### src/rtl/cpu_pkg.sv
// Shared CPU definitions: arbiter state encoding, requester IDs and default bus widths.
package cpu_pkg;

  localparam int unsigned DEFAULT_ADDR_W = 32;
  localparam int unsigned DEFAULT_DATA_W = 32;

  typedef logic [1:0] arb_state_t;

  localparam arb_state_t IDLE      = 2'd0;
  localparam arb_state_t ISSUE     = 2'd1;
  localparam arb_state_t WAIT_RESP = 2'd2;

  localparam logic REQ_I = 1'b0;
  localparam logic REQ_D = 1'b1;

endpackage

### src/rtl/arb_rr2.sv
// Two-way round-robin picker: on a tie the port that did not win last time is chosen.
module arb_rr2
  import cpu_pkg::*;
(
  input  logic [1:0] req,
  input  logic       last,
  output logic [1:0] gnt
);

  assign gnt[REQ_I] = req[REQ_I] & (~req[REQ_D] | (last == REQ_D));
  assign gnt[REQ_D] = req[REQ_D] & (~req[REQ_I] | (last == REQ_I));

endmodule

### src/rtl/mem_arbiter.sv
// Shares one memory port between instruction fetch and load/store with one transaction
// in flight, round-robin on contention and a bounded wait for the memory response.
module mem_arbiter
  import cpu_pkg::*;
#(
  parameter int unsigned ADDR_W  = DEFAULT_ADDR_W,
  parameter int unsigned DATA_W  = DEFAULT_DATA_W,
  parameter int unsigned TIMEOUT = 255
) (
  input  logic                clk,
  input  logic                reset_n,
  input  logic                i_req,
  input  logic [ADDR_W-1:0]   i_addr,
  output logic                i_gnt,
  output logic                i_rvalid,
  output logic [DATA_W-1:0]   i_rdata,
  output logic                i_err,
  input  logic                d_req,
  input  logic                d_we,
  input  logic [ADDR_W-1:0]   d_addr,
  input  logic [DATA_W-1:0]   d_wdata,
  input  logic [DATA_W/8-1:0] d_wstrb,
  output logic                d_gnt,
  output logic                d_rvalid,
  output logic [DATA_W-1:0]   d_rdata,
  output logic                d_err,
  output logic                mem_req,
  output logic                mem_we,
  output logic [ADDR_W-1:0]   mem_addr,
  output logic [DATA_W-1:0]   mem_wdata,
  output logic [DATA_W/8-1:0] mem_wstrb,
  input  logic                mem_ready,
  input  logic                mem_rvalid,
  input  logic [DATA_W-1:0]   mem_rdata
);

  localparam int unsigned STRB_W = DATA_W / 8;
  localparam int unsigned CNT_W  = 8;

  arb_state_t         state_q, state_nxt;
  logic               last_q, last_nxt;
  logic               owner_q, owner_nxt;
  logic [CNT_W-1:0]   cnt_q, cnt_nxt;
  logic [1:0]         pick;

  logic               mem_req_nxt, mem_we_nxt;
  logic [ADDR_W-1:0]  mem_addr_nxt;
  logic [DATA_W-1:0]  mem_wdata_nxt;
  logic [STRB_W-1:0]  mem_wstrb_nxt;
  logic               i_rvalid_nxt, i_err_nxt, d_rvalid_nxt, d_err_nxt;
  logic [DATA_W-1:0]  i_rdata_nxt, d_rdata_nxt;
  logic               resp_fire, resp_err;
  logic [DATA_W-1:0]  resp_data;

  arb_rr2 u_rr (
    .req  ({d_req, i_req}),
    .last (last_q),
    .gnt  (pick)
  );

  // Grants are combinational and suppressed while reset is asserted.
  assign i_gnt = reset_n & (state_q == IDLE) & pick[REQ_I];
  assign d_gnt = reset_n & (state_q == IDLE) & pick[REQ_D];

  // Next-state, command latch, timeout and response routing.
  always_comb begin
    state_nxt     = state_q;
    last_nxt      = last_q;
    owner_nxt     = owner_q;
    cnt_nxt       = cnt_q;
    mem_req_nxt   = mem_req;
    mem_we_nxt    = mem_we;
    mem_addr_nxt  = mem_addr;
    mem_wdata_nxt = mem_wdata;
    mem_wstrb_nxt = mem_wstrb;
    i_rvalid_nxt  = 1'b0;
    i_err_nxt     = 1'b0;
    i_rdata_nxt   = i_rdata;
    d_rvalid_nxt  = 1'b0;
    d_err_nxt     = 1'b0;
    d_rdata_nxt   = d_rdata;
    resp_fire     = 1'b0;
    resp_err      = 1'b0;
    resp_data     = '0;

    case (state_q)
      IDLE: begin
        if (|pick) begin
          owner_nxt   = pick[REQ_D] ? REQ_D : REQ_I;
          last_nxt    = owner_nxt;
          state_nxt   = ISSUE;
          mem_req_nxt = 1'b1;
          if (pick[REQ_D]) begin
            mem_we_nxt    = d_we;
            mem_addr_nxt  = d_addr;
            mem_wdata_nxt = d_wdata;
            mem_wstrb_nxt = d_wstrb;
          end else begin
            mem_we_nxt    = 1'b0;
            mem_addr_nxt  = i_addr;
            mem_wdata_nxt = '0;
            mem_wstrb_nxt = '0;
          end
        end
      end
      ISSUE: begin
        if (mem_ready) begin
          state_nxt   = WAIT_RESP;
          mem_req_nxt = 1'b0;
          cnt_nxt     = '0;
        end
      end
      WAIT_RESP: begin
        cnt_nxt = cnt_q + CNT_W'(1);
        // A response landing on the timeout cycle wins over the error.
        if (mem_rvalid || (cnt_q == CNT_W'(TIMEOUT - 1))) begin
          resp_fire = 1'b1;
          resp_err  = ~mem_rvalid;
          resp_data = (mem_rvalid && !mem_we) ? mem_rdata : '0;
          state_nxt = IDLE;
        end
      end
      default: state_nxt = IDLE;
    endcase

    if (resp_fire) begin
      if (owner_q == REQ_D) begin
        d_rvalid_nxt = 1'b1;
        d_err_nxt    = resp_err;
        d_rdata_nxt  = resp_data;
      end else begin
        i_rvalid_nxt = 1'b1;
        i_err_nxt    = resp_err;
        i_rdata_nxt  = resp_data;
      end
    end
  end

  always_ff @(posedge clk or negedge reset_n) begin
    if (!reset_n) begin
      state_q   <= IDLE;
      last_q    <= REQ_I;
      owner_q   <= REQ_I;
      cnt_q     <= '0;
      mem_req   <= 1'b0;
      mem_we    <= 1'b0;
      mem_addr  <= '0;
      mem_wdata <= '0;
      mem_wstrb <= '0;
      i_rvalid  <= 1'b0;
      i_err     <= 1'b0;
      i_rdata   <= '0;
      d_rvalid  <= 1'b0;
      d_err     <= 1'b0;
      d_rdata   <= '0;
    end else begin
      state_q   <= state_nxt;
      last_q    <= last_nxt;
      owner_q   <= owner_nxt;
      cnt_q     <= cnt_nxt;
      mem_req   <= mem_req_nxt;
      mem_we    <= mem_we_nxt;
      mem_addr  <= mem_addr_nxt;
      mem_wdata <= mem_wdata_nxt;
      mem_wstrb <= mem_wstrb_nxt;
      i_rvalid  <= i_rvalid_nxt;
      i_err     <= i_err_nxt;
      i_rdata   <= i_rdata_nxt;
      d_rvalid  <= d_rvalid_nxt;
      d_err     <= d_err_nxt;
      d_rdata   <= d_rdata_nxt;
    end
  end

endmodule

### config.mk
export PLATFORM = sky130hd
export DESIGN_NAME = mem_arbiter
export DESIGN_NICKNAME = d
export VERILOG_FILES = /design/src/rtl/cpu_pkg.sv /design/src/rtl/arb_rr2.sv /design/src/rtl/mem_arbiter.sv
export SDC_FILE = /design/constraint.sdc
export NUM_CORES = 1
export LEC_CHECK = 0
export ABC_AREA = 1
export CELL_PAD_IN_SITES_DETAIL_PLACEMENT = 1
export CELL_PAD_IN_SITES_GLOBAL_PLACEMENT = 2
export CORE_UTILIZATION = 37
export CTS_CLUSTER_DIAMETER = 50
export DETAILED_ROUTE_END_ITERATION = 10
export DONT_BUFFER_PORTS = 1
export HOLD_SLACK_MARGIN = 0.08
export PLACE_DENSITY_LB_ADDON = 0.05
export SKIP_CTS_REPAIR_TIMING = 1
export SYNTH_ARGS = -nofsm -noshare
export SYNTH_HDL_FRONTEND = slang
export SYNTH_HIERARCHICAL = 1
export SYNTH_SLANG_ARGS = --single-unit
### constraint.sdc
create_clock -name clk -period 2.3 [get_ports clk]
set_input_delay 0.46 -clock clk [delete_from_list [all_inputs] [get_ports clk]]
set_output_delay 0.46 -clock clk [all_outputs]
set_load 0.005 [all_outputs]
Yosys cells after proc, flatten, opt, wreduce, memory -nomap -nowiden:

Cells that the tools add are included.
Widths: inputs -> output; s select.

* bits in registers: 149
* bits in latches: 0
* RAM bits: 0
* bits in read-only memories: 0
* input port bits: 139
* word-level logic and storage cells: 74
* memories kept: 0

* add/subtract/negate cells: 1
* multipliers: 0
* div/mod/pow operators: 0
* $lt $le $gt $ge: 0
* equal/unequal tests: 6
* shift-type cells: 0
* multiplexer cells: 29
* bitwise logic cells: 11
* reductions and logical operators: 13

Operators with widths (number)
* $mux 32: 5
* $mux 1: 16
* $pmux 8 s2: 1
* $add 8x1->8 const B: 1
* $eq 8x8->1 const B: 1
* $mux 8: 1
* $reduce_and 2->1: 4
* $mux 2: 3
* $pmux 2 s3: 1
* $reduce_and 3->1: 2
* $and 1x1->1: 5
* $mux 4: 1
* $ne 2x2->1 const B: 2
* $not 1->1: 4
* $reduce_bool 2->1: 2
* $eq 2x1->1 const B: 1
* $eq 2x2->1 const B: 1
* $logic_not 2->1: 1
* $ne 2x1->1 const B: 1
* $or 1x1->1: 2
* $pmux 1 s2: 1
* $reduce_or 2->1: 1
* $logic_and 1x1->1: 1
* $logic_not 1->1: 1
* $logic_or 1x1->1: 1

Longest topological paths before layout:

* word-level depth: 6
* depth in mapped cells: 10
* gate-level depth less buffers: 9

Hierarchy:

The synthesis kept the hierarchy.

Modules (own cells, without submodules)
* mem_arbiter: instances 1, cells each 815, area each 6740.2 um2, seq. area each 3728.6 um2
* arb_rr2: instances 1, cells each 4, area each 27.5 um2, seq. area each 0.0 um2

Worst setup path before layout:

No wires, ideal clock.

* path type: input to output
* from: input port d_req
* to: output port d_gnt
* data arrival time: 1362 ps
* slack: 478 ps
* cell stages on the path: 7
* cells stage by stage: a21boi_2 > buf_4 > nor2_2 > nor2_4 > buf_2 > nand2_1 > nor2_1

* word-level cells in the longest chain between the ends: 2

Ends and longest elaborated chain
* start: declaration: RTL line mem_arbiter.sv:18 `input logic d_req,`
* $and 1x1->1: RTL line arb_rr2.sv:11 `assign gnt[REQ_D] = req[REQ_D] & (~req[REQ_I] | (last == REQ_I));`
* $and 1x1->1: RTL line mem_arbiter.sv:63 `assign d_gnt = reset_n & (state_q == IDLE) & pick[REQ_D];`
* end: declaration: RTL line mem_arbiter.sv:23 `output logic d_gnt,`

No other way between the ends.

==> qor.csv <==
metric;value;unit
cts-root-buf;clkbuf_16;
die_area;18840;sq um
cts_max_path_buffers;2;
power_density;1277;nW/um^2
leakage;0.003868;uW
hold_class;in -> async;
grt_max_degree;152;
drtAntennaViolNets;0;
r2r_slack;0.48;ns
htree_levels;4;
r2r_end;d_rdata[16];
fin_area;7510;sq um
finClkSkew;0.01035;ns
peakVddDrop;0.5511;mV
yosysWarningCount;6;
critical_path_class;reg -> out;
reg2reg_from;cnt_q[0];
cp.arrival;1.72;ns
grt_first_pass_wirelength;31.54;mm
dp_hpwl;13.97;mm
clk_latency;0.42;ns
synth_largest_area_cell;dfrtp_1;
synth_top_area_frac;0.5509;
vias_per_cell;5.353;
gr-usage-all-layers;0.2216;
hold_violations;149;
gp_congestion;0.8036;
finalWorstSetupSlack;0.1160;ns
first_global_vias;5665;
ys_top_cells_by_area;dfrtp_1 (55%), nand2_1 (16%), nand4_1 (6.0%);
grt.overflow.total;0;
port_buffers;0;
vias;5535;
routedWlPerCell;19.71;microns
fmax;457.9;MHz
tightest_slew;0.5721;ns
syn-num-nets;960;
violations;hold timing;
drive_above_1_share;0.08209;
syn_to_final_growth;10.96;%
preCtsSetupSlack;0.4830;ns
slowest_delay;0.42;ns
clk_pin_slew;0.07;ns
rsz0062_at_grt;no;
cts_tree;built;
synthArstFlopShare;1.000;
period_share;0.9495;
rows;49;
core;17960;sq um
yosysMostFrequentCell;nand2_1;
cts_made_buffers;17;
placed_area;6905;sq um
clock-sinks;149;
max_cap_violations;0;
synth_edf_count;0;
crit_chain;a21boi_4 -> buf_12 -> nand2_1 -> nor2_1;
outcome;finished, violations left;
r2r_cells;9;
fp.dieW;137.2;microns
synthesis.area;6768;sq um
syn_inst;819;
drtIter0Drc;238;
antenna_found_initial;1;
yosys-top-cells-count;nand2_1 (283), dfrtp_1 (149), nand3_1 (78);
worstSetupEndpointType;output port;
cp-start-kind;flop;
yosys.cell_types.count;25;
dr.pass1.iters;4;
synth_ff_type;dfrtp_1;
seq_area_frac_synth;0.5509;
initial_core_util;0.3768;
ioPinCount;279;
fp.dieH;137.2;microns
worst_path_max_delay_cell;dfrtp_1;
final_nets;933;
total_power;9588;uW
syn_avg_cell_area;8.263;sq um
drv_slew;0;
slew_headroom;0.6180;
routed_wl;20.39;mm
drc;0;
critPathMaxFanout;102;
setup_viol;0;
ys_ff_latch;149;
period_needed;2.184;ns
whs;-0.2716;ns
fin_setup_tns;0;ns
critPathRequiredTime;1.84;ns
==> area by class of cell <==
class | instances | area, sq um
Fill cell | 2164 | 10450
Sequential cell | 149 | 3729
Multi-Input combinational cell | 557 | 2534
Clock buffer | 19 | 442.9
Tap cell | 229 | 286.5
Inverter | 49 | 183.9
Timing Repair Buffer | 18 | 176.4
Clock inverter | 12 | 155.1
Antenna cell | 1 | 2.502
==> flip-flops by register name, summed over array words and instances, names as in the netlist, 2 cells and up <==
signal and flops:
mem_wstrb 4, mem_addr 32, mem_wdata 32, i_rdata 32
d_rdata 32, cnt_q 8, state_q 2
==> cell families after synthesis <==
logic type | share of synthesized area
and+or+nand+nor | 0.3071
xor gates and xnor gates | 0.002589
buffers and inverters | 0.07617
DFF | 0.5509
AOI/OAI and AO/OA | 0.05953
adders and majority gates | 0.003697
==> per-layer routing <==
metal  share of wire  GRT usage  routed length, microns  vias to the layer above
li1                -          -                       -                     2616
met1            0.41     0.2720                    8443                     2702
met2            0.48     0.3566                    9739                      184
met3           0.083    0.07395                    1698                       33
met4           0.025    0.09096                     503                        0
met5               0          0                       0                        -
==> critical path: cells and delay by family, from the launching register on <==
| kind | cells | cell delay (ns) |
|---|---|---|
| compound gates | 1 | 0.20 |
| buf+inv | 1 | 0.36 |
| flops | 1 | 0.42 |
| simple gates | 2 | 0.29 |
==> metrics by stage <==
stage	util	cells
after floorplan	-	819
after global placement	0.3844	1002
after detailed placement	0.3844	1002
after CTS	0.4177	1033
after global routing	0.4181	1034
final	0.4181	1034
==> report_power, final <==
part / switching [uW] / internal [uW]
Sequential: 809 / 3500
Clock: 1140 / 1730
Combinational: 1680 / 731
==> cell usage in the layout (no fill, tap or decap), drive strengths merged <==
master    count
nand2       285
dfrtp       149
nand3        80
o21ai        74
nand4        65
inv          50
nor2         45
clkbuf       19
buf          18
clkinvlp      5
bufinv        3
clkinv        3
xor2          2
ha            2
a21oi         2
diode         1
o31ai         1
a21boi        1
==> worst max path at each step <==
stage,startpoint,to,cells past startpoint
after floorplan,d_req,d_gnt,7
after global routing,owner_q,d_gnt,4
after global placement,d_req,d_gnt,6
after detailed placement,cnt_q[0],i_rdata[23],9
final,owner_q,d_gnt,4
after CTS,owner_q,d_gnt,7
Power figures use the tool's default switching activity.
